$ cat config.mk
export PLATFORM = sky130hd
export DESIGN_NAME = rom_sweep_reader
export DESIGN_NICKNAME = d
export VERILOG_FILES = /design/src/rtl/rom_sweep_reader.sv
export SDC_FILE = /design/constraint.sdc
export NUM_CORES = 1
export LEC_CHECK = 0
export ABC_AREA = 0
export BUFFER_PORTS_ARGS = -buffer_cell sky130_fd_sc_hd__buf_2
export CORE_MARGIN = 3
export CORE_UTILIZATION = 55
export DETAILED_ROUTE_END_ITERATION = 6
export PLACE_DENSITY_LB_ADDON = 0.12
export SYNTH_ARGS = -nofsm -noshare
export SYNTH_HDL_FRONTEND = slang
export SYNTH_SLANG_ARGS = --single-unit
$ cat constraint.sdc
create_clock -name clk -period 3.89 [get_ports clk]
set_input_delay 0.5835 -clock clk [delete_from_list [all_inputs] [get_ports clk]]
set_output_delay 0.5835 -clock clk [all_outputs]
set_load 0.02 [all_outputs]
$ cat src/rtl/rom_sweep_reader.sv
// Parallel ROM reader: manual step or automatic window sweep, valid/ready word output.
// Optional ROM_CHECKSUM_EN adds a 16-bit running sum of words accepted during an auto sweep.
module rom_sweep_reader #(
    parameter int unsigned DATA_WIDTH    = 8,
    parameter int unsigned ADDRESS_WIDTH = 11,
    parameter int unsigned ACCESS_CYCLES = 4,
    parameter int unsigned START_ADDRESS = 0,
    parameter int unsigned END_ADDRESS   = 2**ADDRESS_WIDTH - 1
) (
    input  logic                     clk,
    input  logic                     reset_n,
    input  logic                     start,
    input  logic                     auto_mode,
    input  logic                     increment_address,
    input  logic                     decrement_address,
    input  logic                     abort,
    input  logic [DATA_WIDTH-1:0]    rom_data_in,
    output logic [ADDRESS_WIDTH-1:0] rom_address,
    output logic                     rom_cs_n,
    output logic [DATA_WIDTH-1:0]    data_out,
    output logic                     data_valid,
    input  logic                     data_ready,
`ifdef ROM_CHECKSUM_EN
    output logic [15:0]              checksum,
`endif
    output logic                     busy,
    output logic                     done,
    output logic [3:0]               operation
);

    localparam int unsigned CNT_W = 8;
    localparam int unsigned ST_W  = 3;

    localparam logic [ST_W-1:0] S_IDLE   = 3'd0;
    localparam logic [ST_W-1:0] S_SETUP  = 3'd1;
    localparam logic [ST_W-1:0] S_WAIT   = 3'd2;
    localparam logic [ST_W-1:0] S_SAMPLE = 3'd3;
    localparam logic [ST_W-1:0] S_HOLD   = 3'd4;
    localparam logic [ST_W-1:0] S_NEXT   = 3'd5;

    localparam logic [ADDRESS_WIDTH-1:0] START_A = ADDRESS_WIDTH'(START_ADDRESS);
    localparam logic [ADDRESS_WIDTH-1:0] END_A   = ADDRESS_WIDTH'(END_ADDRESS);
    localparam logic [CNT_W-1:0]         ACC_C   = CNT_W'(ACCESS_CYCLES);

    logic [ST_W-1:0]          state_q, state_d;
    logic [ADDRESS_WIDTH-1:0] addr_q, addr_d;
    logic                     cs_n_q, cs_n_d;
    logic [DATA_WIDTH-1:0]    data_q, data_d;
    logic                     valid_q, valid_d;
    logic                     busy_q, busy_d;
    logic                     done_q, done_d;
    logic                     auto_q, auto_d;
    logic [CNT_W-1:0]         cnt_q, cnt_d;
`ifdef ROM_CHECKSUM_EN
    logic [15:0]              sum_q, sum_d;
`endif

    // Next-state and registered-output logic; abort overrides every state.
    always_comb begin
        state_d = state_q;
        addr_d  = addr_q;
        data_d  = data_q;
        valid_d = valid_q;
        done_d  = 1'b0;
        auto_d  = auto_q;
        cnt_d   = cnt_q;
`ifdef ROM_CHECKSUM_EN
        sum_d   = sum_q;
`endif
        if (abort) begin
            state_d = S_IDLE;
            valid_d = 1'b0;
        end else begin
            case (state_q)
                S_IDLE: begin
                    if (start) begin
                        auto_d  = auto_mode;
                        state_d = S_SETUP;
                        if (auto_mode) begin
                            addr_d = START_A;
`ifdef ROM_CHECKSUM_EN
                            sum_d  = 16'd0;
`endif
                        end
                    end else if (!auto_mode && (increment_address != decrement_address)) begin
                        auto_d  = 1'b0;
                        state_d = S_SETUP;
                        if (increment_address) begin
                            addr_d = (addr_q == END_A) ? START_A : addr_q + ADDRESS_WIDTH'(1);
                        end else begin
                            addr_d = (addr_q == START_A) ? END_A : addr_q - ADDRESS_WIDTH'(1);
                        end
                    end
                end
                S_SETUP: begin
                    cnt_d   = ACC_C;
                    state_d = S_WAIT;
                end
                S_WAIT: begin
                    cnt_d = cnt_q - CNT_W'(1);
                    if (cnt_q == CNT_W'(1)) begin
                        state_d = S_SAMPLE;
                    end
                end
                S_SAMPLE: begin
                    data_d  = rom_data_in;
                    valid_d = 1'b1;
                    state_d = S_HOLD;
                end
                S_HOLD: begin
                    if (data_ready) begin
                        valid_d = 1'b0;
                        state_d = S_NEXT;
`ifdef ROM_CHECKSUM_EN
                        if (auto_q) begin
                            sum_d = sum_q + 16'(data_q);
                        end
`endif
                    end
                end
                S_NEXT: begin
                    if (!auto_q) begin
                        state_d = S_IDLE;
                    end else if (addr_q == END_A) begin
                        addr_d  = START_A;
                        done_d  = 1'b1;
                        state_d = S_IDLE;
                    end else begin
                        addr_d  = addr_q + ADDRESS_WIDTH'(1);
                        state_d = S_SETUP;
                    end
                end
                default: begin
                    state_d = S_IDLE;
                    valid_d = 1'b0;
                end
            endcase
        end
        // Chip select is active while the address is presented and the ROM is being sampled.
        cs_n_d = !((state_d == S_SETUP) || (state_d == S_WAIT) || (state_d == S_SAMPLE));
        busy_d = (state_d != S_IDLE);
    end

    always_ff @(posedge clk or negedge reset_n) begin
        if (!reset_n) begin
            state_q <= S_IDLE;
            addr_q  <= START_A;
            cs_n_q  <= 1'b1;
            data_q  <= '0;
            valid_q <= 1'b0;
            busy_q  <= 1'b0;
            done_q  <= 1'b0;
            auto_q  <= 1'b0;
            cnt_q   <= '0;
`ifdef ROM_CHECKSUM_EN
            sum_q   <= 16'd0;
`endif
        end else begin
            state_q <= state_d;
            addr_q  <= addr_d;
            cs_n_q  <= cs_n_d;
            data_q  <= data_d;
            valid_q <= valid_d;
            busy_q  <= busy_d;
            done_q  <= done_d;
            auto_q  <= auto_d;
            cnt_q   <= cnt_d;
`ifdef ROM_CHECKSUM_EN
            sum_q   <= sum_d;
`endif
        end
    end

    assign rom_address = addr_q;
    assign rom_cs_n    = cs_n_q;
    assign data_out    = data_q;
    assign data_valid  = valid_q;
    assign busy        = busy_q;
    assign done        = done_q;
    assign operation   = {1'b0, state_q};
`ifdef ROM_CHECKSUM_EN
    assign checksum    = sum_q;
`endif

endmodule

==> out/metrics.cfg <==
[final_layout]
fill_cells = 323
syn2layout_area_growth_pct = 12.24
nNetsFinal = 292
antennaDiodeCount = 0
drive_gt1_frac = 0.2271

[logic_synthesis]
synth_nets = 262
synth_area_leaders = dfrtp_1, nor2_1, mux2_2, nor3_1, o21ai_0
yosysUniqueCellTypes = 56
syn_area_mm2 = 0.002187
synthArstFlopShare = 1.000
yosysTopAreaCell = dfrtp_1
synth_edf_count = 0
ys_seq_elements = 35
synthFlopType = dfrtp_1
yosysTopAreaCellShare = 0.3890
syn_inst = 242
ys_seq_area_frac = 0.4010
yosysWarnings = 0
avgSynthCellArea_um2 = 9.038

[cts]
hold_buffers = 0
clk-insertion-delay-late_ns = 0.29
ctsResizeCount = 0
postCtsSetupBuffers = 0
clk_pin_slew_worst_paths_ns = 0.07
cts.path.max_buffers = 2
clock-sinks = 35
htree_levels = 2
root_buffer = clkbuf_8
cts_inserted_buffers = 5
cts_tree = done

[die]
num_rows = 22
dieWidth_um = 69.06
boundaryPins = 43
start_util = 0.5842
core_mm2 = 0.003744
die_y_um = 69.06
die_area_mm2 = 0.004769

[worst_setup_path]
reg2reg_to = rom_address[3]
end_kind = register
cp_top_family = compound AO/OA/AOI/OAI gates
r2r_cells = 4
crit_chain = nor2_1, o211ai_1, nor3_1, a32o_1
cp_num_buf_inv = 0
rrSetupSlack_ns = 1.38
arrival_ns = 2.69
crit_required_ns = 4.07
slowest_stage = o211ai_1
critPathMaxFanout = 22
slowest_delay_ns = 0.88
critPathLaunchType = register
cp-startpoint = state_q[0]
worst-setup-path-type = register to register
cp.depth = 4
cp-endpoint = rom_address[3]
timing.rr.start = state_q[0]

[power_and_ir_drop]
pwr-share-seq = 0.395
power.internal_uw = 971.8
power_mw = 1.730
power.switching_uw = 757.9
combPwrFrac = 0.459
p_leak_nw = 1.129
p_sw_frac = 0.4382
ir_worst_vdd_mv = 0.3604
power.share.clock = 0.146
powerDensity_mw_per_mm2 = 704.6

[sta]
tightestPinTransition_ns = 1.064
min_period_ns = 2.507
setup_viol = 0
post-route-period-util = 0.6444
slew_headroom = 0.2872
holdWs_ns = 0.3576
timing_hold_violations_final = 0
skew_ns = 0.008419
rsz0062_at_grt = no
timing.final.max_slew_violations = 0
setup_ws_ns = 1.383
max_freq_mhz = 398.9
final.setup.tns_ns = 0

[detailed_routing]
routed_wl_um = 4919
wl_per_cell_um = 15.32
final_antenna_net_count = 0
drt_first_iter_violations = 173
vias = 1944
post-route-drc-count = 0
avgViaCountPerCell = 6.056
first_pass_iters = 4

[place]
place_ws_ns = 1.374
port_buffers = 41
hpwl_um = 3480
gp_congestion = 0.8814

[global_route]
grt_pass1_vias = 1869
grt_pass1_wl_um = 8521
antenna_found_initial = 0
grt_max_degree = 36
grt_usage = 0.2125
gr-total-overflow = 0

[min_path]
holdCritPathClass = input port to asynchronous set/reset pin

[run_status]
status = finished clean

[job]
cap_violations = 0

==> state kept, by name, summed over array words and instances, names as in the netlist <==
register,flops
cnt_q,8
data_valid,1
auto_q,1
busy,1
rom_address,11
state_q,3
data_out,8
done,1
rom_cs_n,1
==> stage by stage <==
step                      area [um2]  utilization  cells
after global placement          2374       0.6340    313
final                           2455       0.6557    321
after detailed placement        2374       0.6340    313
after global routing            2455       0.6557    321
after CTS                       2455       0.6557    321
after floorplan                 2187            -    242
==> metal layers <==
layer / part of all wire / global-route usage / up-vias / routed length (um)
met1: 0.44 / 0.2688 / 912 / 2182
met3: 0.057 / 0.05248 / 12 / 278
met5: 0 / 0 / - / 0
met2: 0.48 / 0.3453 / 68 / 2355
met4: 0.021 / 0.08894 / 0 / 103
li1: - / - / 952 / -
==> layout by cell type (no fill, tap or decap), drive strengths merged, types with 2 or more instances in the layout <==
cell type and instances:
a2111oi 2, a211oi 4, a21o 5, a21oi 10, a22o 4, a2bb2oi 2, a32o 5, and2 4
and3 3, buf 41, clkbuf 7, dfrtp 34, ha 4, inv 7, mux2 8, nand2 8
nand2b 5, nand3 7, nand4 5, nor2 28, nor3 14, nor3b 4, nor4 4, o21ai 14
o311ai 2, o31ai 7, or2 3, or3 4, xnor2 5, xor2 3
==> synth_stat cells, types with 2 or more instances <==
cell type	count
nor3b_1	3
xnor2_1	5
buf_1	3
ha_1	4
nor2_1	28
a21o_1	5
a2bb2oi_1	2
o21ai_0	13
a21oi_1	10
nor3_1	14
a211oi_1	4
xor2_1	3
nand2_1	8
a32o_1	5
dfrtp_1	34
and3_1	3
mux2_2	8
nor4_1	3
a2111oi_0	2
buf_2	6
or2_2	2
or3_1	4
a22o_1	4
and2_1	3
inv_1	7
nand4_1	5
nand2b_1	5
o31ai_1	7
nand3_1	7
o311ai_0	2
clkbuf_1	8
==> worst min path at each step <==
| stage | depth (start not counted) | end | slack, ns | start |
|---|---|---|---|---|
| 6_report | 1 | rom_address[7] | 0.36 | reset_n |
| 5_1_grt | 1 | rom_address[7] | 0.42 | reset_n |
| 4_1_cts | 1 | rom_address[7] | 0.39 | reset_n |
| 3_5_place_dp | 1 | data_out[5] | 0.49 | data_out[5] |
| 3_3_place_gp | 1 | data_out[6] | 0.48 | data_out[6] |
| 2_1_floorplan | 0 | auto_q | 0.29 | reset_n |
==> layout make-up <==
class | instances | area, um2 | area share
clock buffers | 7 | 76.32 | 0.03109
clock inverters | 1 | 5.005 | 0.002039
inverters | 7 | 26.28 | 0.01070
multi-input cells | 182 | 1205 | 0.4908
flip-flops and latches | 35 | 877.1 | 0.3573
well taps | 48 | 60.06 | 0.02446
repair buffers | 41 | 205.2 | 0.08359
==> logic make-up after synthesis <==
kind of cell             count (synthesis)  synth area share
adder cells (fa/ha/maj)                  4           0.02288
AO/OA/AOI/OAI                           64            0.2048
other                                    1          0.001715
flip-flops                              35            0.4010
buffers and inverters                   25           0.04806
multiplexers                             9           0.04577
AND/OR/NAND/NOR                         96            0.2437
XOR/XNOR                                 8           0.03204
==> worst reg2reg max path, delay by kind of cell (launching register included) <==
| family | cells | cell delay [ns] |
|---|---|---|
| flops | 1 | 0.76 |
| simple gates | 2 | 0.43 |
| compound gates | 2 | 1.21 |
==> power by group through the flow <==
stage / Sequential [mW] / Combinational [mW] / Clock [mW]
2_1_floorplan: 0.710 / 0.554 / 0
3_3_place_gp: 0.679 / 0.780 / 0
3_5_place_dp: 0.685 / 0.791 / 0
4_1_cts: 0.681 / 0.794 / 0.261
5_1_grt: 0.712 / 0.882 / 0.275
6_report: 0.683 / 0.794 / 0.253
(Power assumes the default switching activity.)
